File: config.mk
export PLATFORM = sky130hd
export DESIGN_NAME = asi_arb
export DESIGN_NICKNAME = d
export VERILOG_FILES = /design/src/rtl/asi_pkg.sv /design/src/rtl/asi_arb.sv
export SDC_FILE = /design/constraint.sdc
export NUM_CORES = 1
export LEC_CHECK = 0
export ABC_AREA = 0
export ABC_CLOCK_PERIOD_IN_PS = 1920
export CAP_MARGIN = 20
export CORE_AREA = 10 10 47 49
export DETAILED_ROUTE_END_ITERATION = 6
export DIE_AREA = 0 0 57 59
export GPL_TIMING_DRIVEN = 0
export PLACE_DENSITY = 0.63
export SLEW_MARGIN = 20
export SYNTH_ARGS = -nofsm -noshare
export SYNTH_HDL_FRONTEND = slang
export SYNTH_SLANG_ARGS = --single-unit
File: constraint.sdc
create_clock -name usr_clk -period 1.92 [get_ports usr_clk]
set_input_delay 0.192 -clock usr_clk [delete_from_list [all_inputs] [get_ports usr_clk]]
set_output_delay 0.192 -clock usr_clk [all_outputs]
set_load 0.005 [all_outputs]
File: src/rtl/asi_pkg.sv
// asi_pkg: owner encoding and priority constants shared by the ASI
// user-side arbiter and its neighbours.
package asi_pkg;

  typedef enum logic [1:0] {
    ARB_IDLE = 2'b00,
    ARB_RD   = 2'b01,
    ARB_WR   = 2'b10
  } ARB_ST;

  localparam int SLV_ARB_RD = 1;
  localparam int SLV_ARB_WR = 0;

endpackage

File: src/rtl/asi_arb.sv
// asi_arb: burst-atomic arbiter between the ASI read and write engines
// for the single user-side memory port, with a streak limiter.
module asi_arb
  import asi_pkg::*;
#(
  parameter int SLV_ARB  = 0,
  parameter int ARB_MAXB = 4
) (
  input  logic       usr_clk,
  input  logic       usr_reset,
  input  logic       m_arff_rvalid,
  input  logic       m_rbusy,
  input  logic       m_awff_rvalid,
  input  logic       m_wbusy,
  output logic       rgranted,
  output logic       wgranted,
  output logic [1:0] arb_owner,
  output logic       arb_err
);

  localparam int ARB_CW =
    (ARB_MAXB > 0) ? $clog2(ARB_MAXB + 1) : 1;

  ARB_ST             state;
  logic [ARB_CW-1:0] streak;
  logic              rd_own;
  logic              wr_own;
  logic              hold;
  logic              lim;
  logic              start;
  logic              same;
  logic              bad;

  assign rd_own = (state == ARB_RD);
  assign wr_own = (state == ARB_WR);
  assign hold   = (rd_own && m_rbusy) || (wr_own && m_wbusy);
  assign lim    = (ARB_MAXB != 0) &&
                  (streak >= ARB_CW'(ARB_MAXB));

  always_comb begin
    rgranted = 1'b0;
    wgranted = 1'b0;
    if (!usr_reset) begin
      if (hold) begin
        rgranted = rd_own;
        wgranted = wr_own;
      end else if (m_arff_rvalid && m_awff_rvalid) begin
        // preferred side yields only when it has hit its streak limit
        if (SLV_ARB == SLV_ARB_RD) begin
          rgranted = !(rd_own && lim);
          wgranted = !rgranted;
        end else begin
          wgranted = !(wr_own && lim);
          rgranted = !wgranted;
        end
      end else begin
        rgranted = m_arff_rvalid;
        wgranted = m_awff_rvalid;
      end
    end
  end

  assign start = !usr_reset && !hold && (rgranted || wgranted);
  assign same  = rgranted ? rd_own : wr_own;
  assign bad   = (m_rbusy && !rd_own) ||
                 (m_wbusy && !wr_own) ||
                 (m_rbusy && m_wbusy);

  always_ff @(posedge usr_clk) begin
    if (usr_reset) begin
      state   <= ARB_IDLE;
      streak  <= '0;
      arb_err <= 1'b0;
    end else begin
      if (start) begin
        state <= rgranted ? ARB_RD : ARB_WR;
        if (!same)
          streak <= ARB_CW'(1);
        else if (!(&streak))
          streak <= streak + ARB_CW'(1);
      end
      if (bad)
        arb_err <= 1'b1;
    end
  end

  assign arb_owner = state;

endmodule

==> results.txt <==
Async SR Flop Fraction: 0%
Gr usage total: 7.03%
Global placement routability congestion: 0.792
Layout area overhead: 36.6%
Mapped Cells: 56
Worst-Margin Slew: 450 ps
Mux contribution to synthesized area: 0%
Simple-Gate Fraction of Synth Area: 31.0%
Syn Area/Cell: 7.86 µm²
Mapped Nets: 64
Maximum vdd drop: 350 µV
Hold slack final: 360 ps
Via Count: 455
Pins Over Slew Limit: 0
Crit path launch type: register
Routed Wire Length: 1090 µm
Clk_skew: 1.70 ps
Largest net degree at the start of global routing: 11
CP delay by family, top: buffers and inverters
Final WS setup: 87.9 ps
Yosys warning total: 0
Cell Area, Placed: 551 µm²
#FFs+latches synth: 6
Max Cap Viol: 0
# clock sinks: 6
DR pass1 iterations: 4
Slew margin rel.: 70.0%
Ys flop type: dfxtp_1
Number of buffers and inverters on the critical path: 2
Drc violations: 0
Setup Total Neg Slack: 0 ps
Register area share after synthesis: 27.3%
Nets: 80
Proportion of layout cells with a drive suffix above 1: 18.6%
Design area: 602 µm²
Pleak: 0.254 nW
Initial antenna violation count: 0
Inserted Clock Buffers: 3
Post-DP HPWL: 871 µm
Synth Area in Compound Gates: 30.1%
Critical-path cell list: nand3b_1 > buf_4 > o211ai_2 > a21oi_2 > clkdlybuf4s50_1
GR met1 Demand/Resource: 6.75%
Port bufs: 9
Global route total overflow: 0
Hold-fix buffers, CTS: 0
Post-synth EDFFs: 0
Final Setup Violations: 0
RSZ-0062 raised after global routing: no
Tcrit/Tclk final: 95.4%
Clock latency on the worst-skew pair: 240 ps
Wire per inst: 12.7 µm
Synth area leader: dfxtp_1
Maximum root-to-sink buffer count: 2
Met3 Use GR: 3.65%
Crit path DAT: 1640 ps
H-tree Lvls: 1
Synth Area in Adders: 5.68%
Core Area: 1400 µm²
Status: finished, final reports clean
Busiest grt layer: met2
Antenna viol nets, final: 0
First-pass GRT wire length: 1970 µm
Largest family of logic cells by synthesized area: simple AND/OR/NAND/NOR gates
Highest fanout seen on the critical path: 8
Worst path required time: 1730 ps
Mapped Area: 440 µm²
WS Path Type: register to output port
Rows: 14
Worst-path clk slew: 50 ps
Worst path slowest cell: clkdlybuf4s50_1
Drt initial violations: 16
Met2 usage: 11.9%
Die area: 3360 µm²
Via-per-instance ratio: 5.29
Main area contributors after synthesis: dfxtp_1 27%, a32o_1 6.8%, a21oi_1 5.7%
Total power: 0.352 mW
Largest stage delay, worst path: 460 ps
Post-synth top area share: 27.3%
Fmax: 0.546 GHz
CTS tree: done
Worst min path class: input pin to register
Power density over cell area: 585 nW/µm²
Crit path time final: 1830 ps
Distinct cells, synth: 25
Ports: 11
Final Hold Viols: 0
Chip height: 59 µm
Die X: 57 µm
Most instantiated cells after synthesis: 6 x dfxtp_1, 6 x inv_1, 5 x a21oi_1
Initial Utilization: 31.4%
Synth Area in XOR/XNOR: 0%
Antenna Cells: 0
Post-Place Worst Slack: -151 ps
Root buf cell: clkbuf_4
Crit end category: output port
Number of global-route vias before repair: 490
## per-stage QoR
step / util, % / cells
final: 42.9 / 86
after CTS: 42.3 / 86
after global routing: 42.9 / 86
after global placement: 39.3 / 81
after detailed placement: 39.3 / 81
after floorplan: - / 56
## power by group
| group | switching, mW | leakage (nW) | internal, mW | total [mW] |
|---|---|---|---|---|
| sequential | 0.0102 | 0.0505 | 0.135 | 0.146 |
| clock | 0.0435 | 0.0138 | 0.0706 | 0.114 |
| combinational | 0.0446 | 0.189 | 0.0481 | 0.0927 |
## per-layer routing
layer  routed length [µm]  share of wire, %  vias up
met1                  477                44      207
met3                   91               8.3        2
met5                    0                 0        -
li1                     -                 -      234
met4                   12               1.1        0
met2                  510                47       12
## state kept, by name, indices dropped and copies added, names as in the netlist
signal,count
arb_owner,2
arb_err,1
streak,3
## kinds of logic after synthesis
kind of cell | count (synthesis)
flops | 6
buf+inv | 7
compound gates | 18
simple gates | 23
fa+ha+maj | 2
## what timing repair did
action                                  in CTS  in global routing
gates resized for setup                      4                  3
buffers inserted                             2                  0
pin swaps                                    1                  0
endpoints found under the setup margin       1                  1
## layout make-up
class | count | area [µm²]
Inverter | 6 | 22.5
Fill cell | 153 | 800
Clock buffer | 3 | 22.5
Tap cell | 16 | 20.0
Timing Repair Buffer | 11 | 106
Sequential cell | 6 | 125
Multi-Input combinational cell | 43 | 302
Buffer | 1 | 3.75
## cell usage in the layout (no fill, tap or decap), types with 2 or more instances in the layout
cell	Yosys	layout
o21ai_0	3	3
ha_1	2	2
dfxtp_1	6	4
buf_4	0	2
inv_1	6	6
and2b_1	2	2
clkbuf_4	0	3
o22ai_1	2	2
clkdlybuf4s50_1	0	7
o211ai_1	2	2
a21oi_2	0	2
nand3b_1	2	2
nor2b_1	4	4
nor2_1	3	3
a32o_1	3	3
a21oi_1	5	3
nand2_1	4	4
## final timing paths
path | startpoint | to | slack, ps | cells after the start
worst max register to register | arb_owner[0]$_SDFFE_PP0P_ | arb_owner[0]$_SDFFE_PP0P_ | 410 | 5
worst min-delay path | usr_reset | arb_err$_SDFFE_PP0P_ | 360 | 2
worst max-delay path | arb_owner[0]$_SDFFE_PP0P_ | wgranted | 90 | 5
worst min register to register | arb_err$_SDFFE_PP0P_ | arb_err$_SDFFE_PP0P_ | 450 | 2
(Power assumes the default switching activity.)
